<file path="config.mk">
export PLATFORM = sky130hd
export DESIGN_NAME = bch15_seq_decoder
export DESIGN_NICKNAME = d
export VERILOG_FILES = /design/src/rtl/bch15_seq_decoder.sv
export SDC_FILE = /design/constraint.sdc
export NUM_CORES = 1
export LEC_CHECK = 0
export ABC_AREA = 0
export ABC_CLOCK_PERIOD_IN_PS = 7800
export CAP_MARGIN = 20
export CORE_ASPECT_RATIO = 0.5
export CORE_MARGIN = 1
export CORE_UTILIZATION = 45
export CTS_CLUSTER_SIZE = 20
export DETAILED_ROUTE_END_ITERATION = 7
export GPL_ROUTABILITY_DRIVEN = 0
export GPL_TIMING_DRIVEN = 1
export PLACE_DENSITY_LB_ADDON = 0.15
export SLEW_MARGIN = 10
export SYNTH_ARGS = -nofsm -noshare
export SYNTH_HDL_FRONTEND = slang
export SYNTH_SLANG_ARGS = --single-unit
</file>
<file path="constraint.sdc">
create_clock -name clk -period 7.8 [get_ports clk]
set_clock_uncertainty 0.05 [all_clocks]
set_input_delay 1.95 -clock clk [delete_from_list [all_inputs] [get_ports clk]]
set_output_delay 1.95 -clock clk [all_outputs]
set_load 0.02 [all_outputs]
</file>
<file path="src/rtl/bch15_seq_decoder.sv">
// Bit-serial BCH(15,7) decoder: GF(2^4) syndromes, closed-form Peterson locator,
// 15-step Chien search and saturating statistics.
module bch15_seq_decoder #(
    parameter int unsigned T_MAX  = 2,
    parameter int unsigned STAT_W = 16
) (
    input  logic              clk,
    input  logic              rst_n,
    input  logic              in_valid_i,
    output logic              in_ready_o,
    input  logic [14:0]       in_codeword_i,
    output logic              out_valid_o,
    input  logic              out_ready_i,
    output logic [14:0]       out_codeword_o,
    output logic [6:0]        out_data_o,
    output logic [1:0]        out_err_count_o,
    input  logic              stat_clr_i,
    output logic [STAT_W-1:0] stat_corrected_o,
    output logic [STAT_W-1:0] stat_uncorr_o
);

    if (T_MAX != 1 && T_MAX != 2) begin : g_tmax_check
        $error("bch15_seq_decoder: T_MAX must be 1 or 2");
    end

    localparam logic [3:0] ALPHA      = 4'h2;
    localparam logic [3:0] ALPHA3     = 4'h8;
    localparam logic [3:0] ALPHA_INV  = 4'h9;
    localparam logic [3:0] ALPHA_INV2 = 4'hD;

    typedef enum logic [2:0] {ST_IDLE, ST_SYND, ST_SOLVE, ST_CHIEN, ST_DONE} state_e;

    // GF(2^4) multiply modulo x^4+x+1
    function automatic logic [3:0] gf_mul(input logic [3:0] a, input logic [3:0] b);
        logic [3:0] p;
        logic [3:0] aa;
        p  = 4'h0;
        aa = a;
        for (int i = 0; i < 4; i++) begin
            if (b[i]) p = p ^ aa;
            aa = {aa[2:0], 1'b0} ^ (aa[3] ? 4'h3 : 4'h0);
        end
        return p;
    endfunction

    function automatic logic [3:0] gf_inv(input logic [3:0] a);
        logic [3:0] r;
        case (a)
            4'h1: r = 4'h1;  4'h2: r = 4'h9;  4'h3: r = 4'hE;  4'h4: r = 4'hD;
            4'h5: r = 4'hB;  4'h6: r = 4'h7;  4'h7: r = 4'h6;  4'h8: r = 4'hF;
            4'h9: r = 4'h2;  4'hA: r = 4'hC;  4'hB: r = 4'h5;  4'hC: r = 4'hA;
            4'hD: r = 4'h4;  4'hE: r = 4'h3;  4'hF: r = 4'h8;
            default: r = 4'h0;
        endcase
        return r;
    endfunction

    state_e             state_q, state_d;
    logic [14:0]        rx_q, rx_d, work_q, work_d;
    logic [3:0]         s1_q, s1_d, s3_q, s3_d;
    logic [3:0]         idx_q, idx_d;
    logic [3:0]         t1_q, t1_d, t2_q, t2_d;
    logic [1:0]         roots_q, roots_d, exp_q, exp_d;
    logic               uncorr_q, uncorr_d;
    logic               in_ready_q, in_ready_d;
    logic               out_valid_q, out_valid_d;
    logic [14:0]        out_cw_q, out_cw_d;
    logic [1:0]         out_err_q, out_err_d;
    logic [STAT_W-1:0]  stat_corr_q, stat_corr_d, stat_unc_q, stat_unc_d;

    logic [3:0] s1_sq, s1_cube, sigma2;
    logic       chien_hit, hs;

    assign s1_sq     = gf_mul(s1_q, s1_q);
    assign s1_cube   = gf_mul(s1_sq, s1_q);
    assign sigma2    = gf_mul(s3_q, gf_inv(s1_q)) ^ s1_sq;
    assign chien_hit = ((4'h1 ^ t1_q ^ t2_q) == 4'h0);
    assign hs        = (state_q == ST_DONE) && out_valid_q && out_ready_i;

    always_comb begin
        state_d     = state_q;
        rx_d        = rx_q;
        work_d      = work_q;
        s1_d        = s1_q;
        s3_d        = s3_q;
        idx_d       = idx_q;
        t1_d        = t1_q;
        t2_d        = t2_q;
        roots_d     = roots_q;
        exp_d       = exp_q;
        uncorr_d    = uncorr_q;
        out_valid_d = out_valid_q;
        out_cw_d    = out_cw_q;
        out_err_d   = out_err_q;
        stat_corr_d = stat_corr_q;
        stat_unc_d  = stat_unc_q;

        case (state_q)
            ST_IDLE: begin
                if (in_valid_i && in_ready_q) begin
                    rx_d    = in_codeword_i;
                    work_d  = in_codeword_i;
                    s1_d    = 4'h0;
                    s3_d    = 4'h0;
                    idx_d   = 4'd14;
                    state_d = ST_SYND;
                end
            end
            ST_SYND: begin
                // Horner evaluation of r(alpha) and r(alpha^3), MSB first
                s1_d  = gf_mul(s1_q, ALPHA)  ^ {3'b000, rx_q[idx_q]};
                s3_d  = gf_mul(s3_q, ALPHA3) ^ {3'b000, rx_q[idx_q]};
                idx_d = idx_q - 4'd1;
                if (idx_q == 4'd0) state_d = ST_SOLVE;
            end
            ST_SOLVE: begin
                idx_d    = 4'd0;
                roots_d  = 2'd0;
                t1_d     = 4'h0;
                t2_d     = 4'h0;
                exp_d    = 2'd0;
                uncorr_d = 1'b0;
                if (s1_q == 4'h0) begin
                    uncorr_d = (s3_q != 4'h0);
                end else if (s3_q == s1_cube) begin
                    t1_d  = s1_q;
                    exp_d = 2'd1;
                end else if (T_MAX == 2) begin
                    t1_d  = s1_q;
                    t2_d  = sigma2;
                    exp_d = 2'd2;
                end else begin
                    uncorr_d = 1'b1;
                end
                state_d = ST_CHIEN;
            end
            ST_CHIEN: begin
                // A zero sigma leaves 1^t1^t2 = 1, so no-error/uncorrectable cases never flip
                t1_d = gf_mul(t1_q, ALPHA_INV);
                t2_d = gf_mul(t2_q, ALPHA_INV2);
                if (chien_hit) begin
                    work_d[idx_q] = ~work_q[idx_q];
                    roots_d       = roots_q + 2'd1;
                end
                idx_d = idx_q + 4'd1;
                if (idx_q == 4'd14) state_d = ST_DONE;
            end
            ST_DONE: begin
                if (!out_valid_q) begin
                    out_valid_d = 1'b1;
                    if (uncorr_q || (roots_q != exp_q)) begin
                        out_cw_d  = rx_q;
                        out_err_d = 2'd3;
                    end else begin
                        out_cw_d  = work_q;
                        out_err_d = exp_q;
                    end
                end else if (out_ready_i) begin
                    out_valid_d = 1'b0;
                    state_d     = ST_IDLE;
                end
            end
            default: state_d = ST_IDLE;
        endcase

        in_ready_d = (state_d == ST_IDLE);

        // Saturating statistics; a coincident clear takes priority over the update
        if (stat_clr_i) begin
            stat_corr_d = '0;
            stat_unc_d  = '0;
        end else if (hs) begin
            if ((out_err_q == 2'd1 || out_err_q == 2'd2) && stat_corr_q != '1)
                stat_corr_d = stat_corr_q + STAT_W'(1);
            if (out_err_q == 2'd3 && stat_unc_q != '1)
                stat_unc_d = stat_unc_q + STAT_W'(1);
        end
    end

    always_ff @(posedge clk or negedge rst_n) begin
        if (!rst_n) begin
            state_q     <= ST_IDLE;
            rx_q        <= '0;
            work_q      <= '0;
            s1_q        <= '0;
            s3_q        <= '0;
            idx_q       <= '0;
            t1_q        <= '0;
            t2_q        <= '0;
            roots_q     <= '0;
            exp_q       <= '0;
            uncorr_q    <= 1'b0;
            in_ready_q  <= 1'b0;
            out_valid_q <= 1'b0;
            out_cw_q    <= '0;
            out_err_q   <= '0;
            stat_corr_q <= '0;
            stat_unc_q  <= '0;
        end else begin
            state_q     <= state_d;
            rx_q        <= rx_d;
            work_q      <= work_d;
            s1_q        <= s1_d;
            s3_q        <= s3_d;
            idx_q       <= idx_d;
            t1_q        <= t1_d;
            t2_q        <= t2_d;
            roots_q     <= roots_d;
            exp_q       <= exp_d;
            uncorr_q    <= uncorr_d;
            in_ready_q  <= in_ready_d;
            out_valid_q <= out_valid_d;
            out_cw_q    <= out_cw_d;
            out_err_q   <= out_err_d;
            stat_corr_q <= stat_corr_d;
            stat_unc_q  <= stat_unc_d;
        end
    end

    assign in_ready_o       = in_ready_q;
    assign out_valid_o      = out_valid_q;
    assign out_codeword_o   = out_cw_q;
    assign out_data_o       = out_cw_q[14:8];
    assign out_err_count_o  = out_err_q;
    assign stat_corrected_o = stat_corr_q;
    assign stat_uncorr_o    = stat_unc_q;

endmodule

</file>
==> results.json <==
{
  "cts-htree-levels": 3,
  "critical_path_class": "reg2reg",
  "hold_class": "reg2reg",
  "cpMostUsedCell": "xnor3_1",
  "synthMuxAreaShare_pct": 8.49,
  "antenna_found_initial": 0,
  "io_pins": 78,
  "synth-compound-area-share_pct": 16.5,
  "via_per_inst": 5.72,
  "globalRouteMet1Util_pct": 31.2,
  "drc": 0,
  "cp_cell_sequence": "inv_1 -> ha_1 -> nand3b_1 -> and2_1 -> xnor3_1 -> nand2_1 -> xnor3_1 -> nor3_2 -> a32o_1",
  "power_density_nw_per_um2": 409,
  "vias": 5701,
  "grt_usage_pct": 22.0,
  "cts_hold_buf": 0,
  "fin_setup_tns_ps": 0,
  "synthToLayoutAreaGrowth_pct": 16.5,
  "start_util_pct": 47.0,
  "rsz0062_at_grt": "false",
  "fin_crit_ps": 4100,
  "met3_usage_pct": 4.61,
  "initialDrtViolationCount": 398,
  "grt_pass1_vias": 5368,
  "crit_path_max_fanout": 27,
  "yosysSeqAreaShare_pct": 39.3,
  "firstDrtPassIters": 5,
  "cts_resized": 0,
  "die_x_um": 178,
  "crit_arrival_ps": 4330,
  "synthCells": 752,
  "r2r_start": "s1_q[2]",
  "synth_top_family_by_area": "simple AND/OR/NAND/NOR gates",
  "drv_cap": 0,
  "worstMarginPinSlew_ps": 964,
  "power.leakage_nw": 3.34,
  "grt_pass1_wl_um": 28000,
  "cts_sinks": 109,
  "dp_hpwl_um": 11700,
  "worst_ep_required_time_ps": 8030,
  "fp.dieH_um": 89.8,
  "drive_gt1_share_pct": 8.15,
  "synth_fa_ha_area_share_pct": 3.35,
  "syn_area_um2": 6940,
  "fmax_ghz": 0.244,
  "drv_slew": 0,
  "cp-startpoint": "s1_q[2]",
  "finalSetupViolations": 0,
  "synth_nets": 790,
  "grt_max_degree": 65,
  "grt_overflow": 0,
  "clockRootBuffer": "clkbuf_16",
  "ys_seq_elements": 109,
  "clock_latency_ps": 350,
  "cpPeakStageDelay_ps": 930,
  "die_area_um2": 16000,
  "synth_flop_cell": "dfrtp_1",
  "hold_viol": 0,
  "peakVddDrop_v": 0.000177,
  "routedWlPerCell_um": 17.1,
  "synth-async-reset-ratio_pct": 100,
  "fp-row-count": 31,
  "hold-worst-slack_ps": 439,
  "synth_xor_area_share_pct": 9.51,
  "core-area_um2": 14800,
  "fill_cells": 1344,
  "hold_start": "uncorr_q",
  "ys_warn_count": 0,
  "clkTransAtPathRegs_ps": 70,
  "layout.nets": 832,
  "final.period_utilization_pct": 52.6,
  "layout_commonest_cell": "dfrtp_1",
  "gr-usage-met2_pct": 34.5,
  "antenna_left": 0,
  "cts_buffers": 9,
  "cts_buffer_depth": 2,
  "synthSimpleGateAreaFrac_pct": 17.9,
  "drt_wl_total_um": 17000,
  "cpMaxStageDelayCell": "dfrtp_1",
  "slew_headroom_pct": 34.9,
  "timing.critical_path.to_type": "register",
  "busiest_layer": "met2",
  "synth_enable_flop_cells": 0,
  "startpoint_type": "register",
  "cts_tree": "yes",
  "port_buffers": 77,
  "synth.avg_cell_area_um2": 9.23,
  "status": "finished, final reports clean",
  "antenna_cells": 0,
  "synth_cell_types": 73,
  "postCtsSetupBuffers": 0,
  "final_cell_mix": "109 x dfrtp_1, 78 x nor2_1, 76 x clkdlybuf4s50_1"
}
-- registers in the layout, indices dropped and copies added (netlist names) --
signal            cells
t1_q                  4
in_ready_o            1
work_q               15
t2_q                  4
exp_q                 2
uncorr_q              1
stat_uncorr_o        16
stat_corrected_o     16
out_codeword_o       15
idx_q                 4
rx_q                 15
roots_q               2
out_err_count_o       2
state_q               3
s1_q                  4
s3_q                  4
out_valid_o           1
-- worst max-delay path: cells and delay by family (launching register included) --
kind                     cells  cell delay, ps
AO/OA/AOI/OAI                1             250
AND/OR/NAND/NOR              4             950
adder cells (fa/ha/maj)      1             540
flip-flops                   1             930
buffers and inverters        1             520
XOR/XNOR                     2             780
-- layer usage --
layer  vias up  wire length [um]  share of wire, %
met5         -                 0                 0
met4         0               172               1.0
met3        17               856               5.0
met2       122              7570                45
met1      2808              8410                49
li1       2754                 -                 -
-- synth_stat cells (6+ instances only) --
| cell type | n | area [um2] |
|---|---|---|
| a21oi_1 | 73 | 365 |
| and2_1 | 6 | 37.5 |
| and3_1 | 7 | 43.8 |
| buf_4 | 9 | 67.6 |
| clkbuf_1 | 35 | 131 |
| dfrtp_1 | 109 | 2730 |
| ha_1 | 17 | 213 |
| inv_1 | 12 | 45.0 |
| mux2_2 | 15 | 169 |
| mux2i_1 | 24 | 240 |
| mux4_2 | 8 | 180 |
| nand2_1 | 70 | 263 |
| nand2b_1 | 12 | 75.1 |
| nand3_1 | 22 | 110 |
| nand4_1 | 15 | 93.8 |
| nor2_1 | 80 | 300 |
| nor2b_1 | 8 | 50.1 |
| nor3_1 | 10 | 50.1 |
| o21ai_0 | 43 | 215 |
| o22ai_1 | 11 | 68.8 |
| o31ai_1 | 7 | 52.6 |
| or3_1 | 7 | 43.8 |
| xnor2_1 | 29 | 254 |
| xor2_1 | 29 | 254 |
-- cells by family after synthesis --
family	after synthesis
simple gates	260
buf+inv	69
flops	109
mux	47
fa+ha+maj	18
compound gates	184
xor+xnor	65
-- per-stage QoR --
step           instance area (um2)  total power [W]  worst slack, ps  util (%)  instances
2_1_floorplan                 6940          0.00240             4250         -        752
3_3_place_gp                  7730          0.00275             3380      52.3        979
3_5_place_dp                  7750          0.00280             3270      52.4        980
4_1_cts                       8070          0.00331             3630      54.6        995
5_1_grt                       8090          0.00355             3330      54.7        996
6_report                      8090          0.00331             3700      54.7        996
-- path summary, 6_finish.rpt --
check / endpoint / slack [ps] / cells past startpoint
min in group asynchronous: stat_corrected_o[9] / 1550 / 1
worst max-delay path: exp_q[0] / 3700 / 9
worst min register to register: uncorr_q / 440 / 1
worst min-delay path: uncorr_q / 440 / 1
max in group asynchronous: out_valid_o / 4890 / 2
worst max register to register: exp_q[0] / 3700 / 9
-- layout make-up --
cell class | count | area [um2] | area share, %
multi-input cells | 574 | 3880 | 48.0
flip-flops and latches | 109 | 2730 | 33.7
repair buffers | 87 | 858 | 10.6
clock buffers | 12 | 256 | 3.17
well taps | 198 | 248 | 3.06
clock inverters | 3 | 68.8 | 0.851
inverters | 13 | 48.8 | 0.603
-- where the power goes --
group          internal [W]  switching (W)  leakage [nW]
Sequential         0.000721       0.000234          1.41
Clock              0.000298       0.000204         0.159
Combinational      0.000866       0.000990          1.78
Total               0.00188        0.00143          3.34
Power figures use the tool's default switching activity.
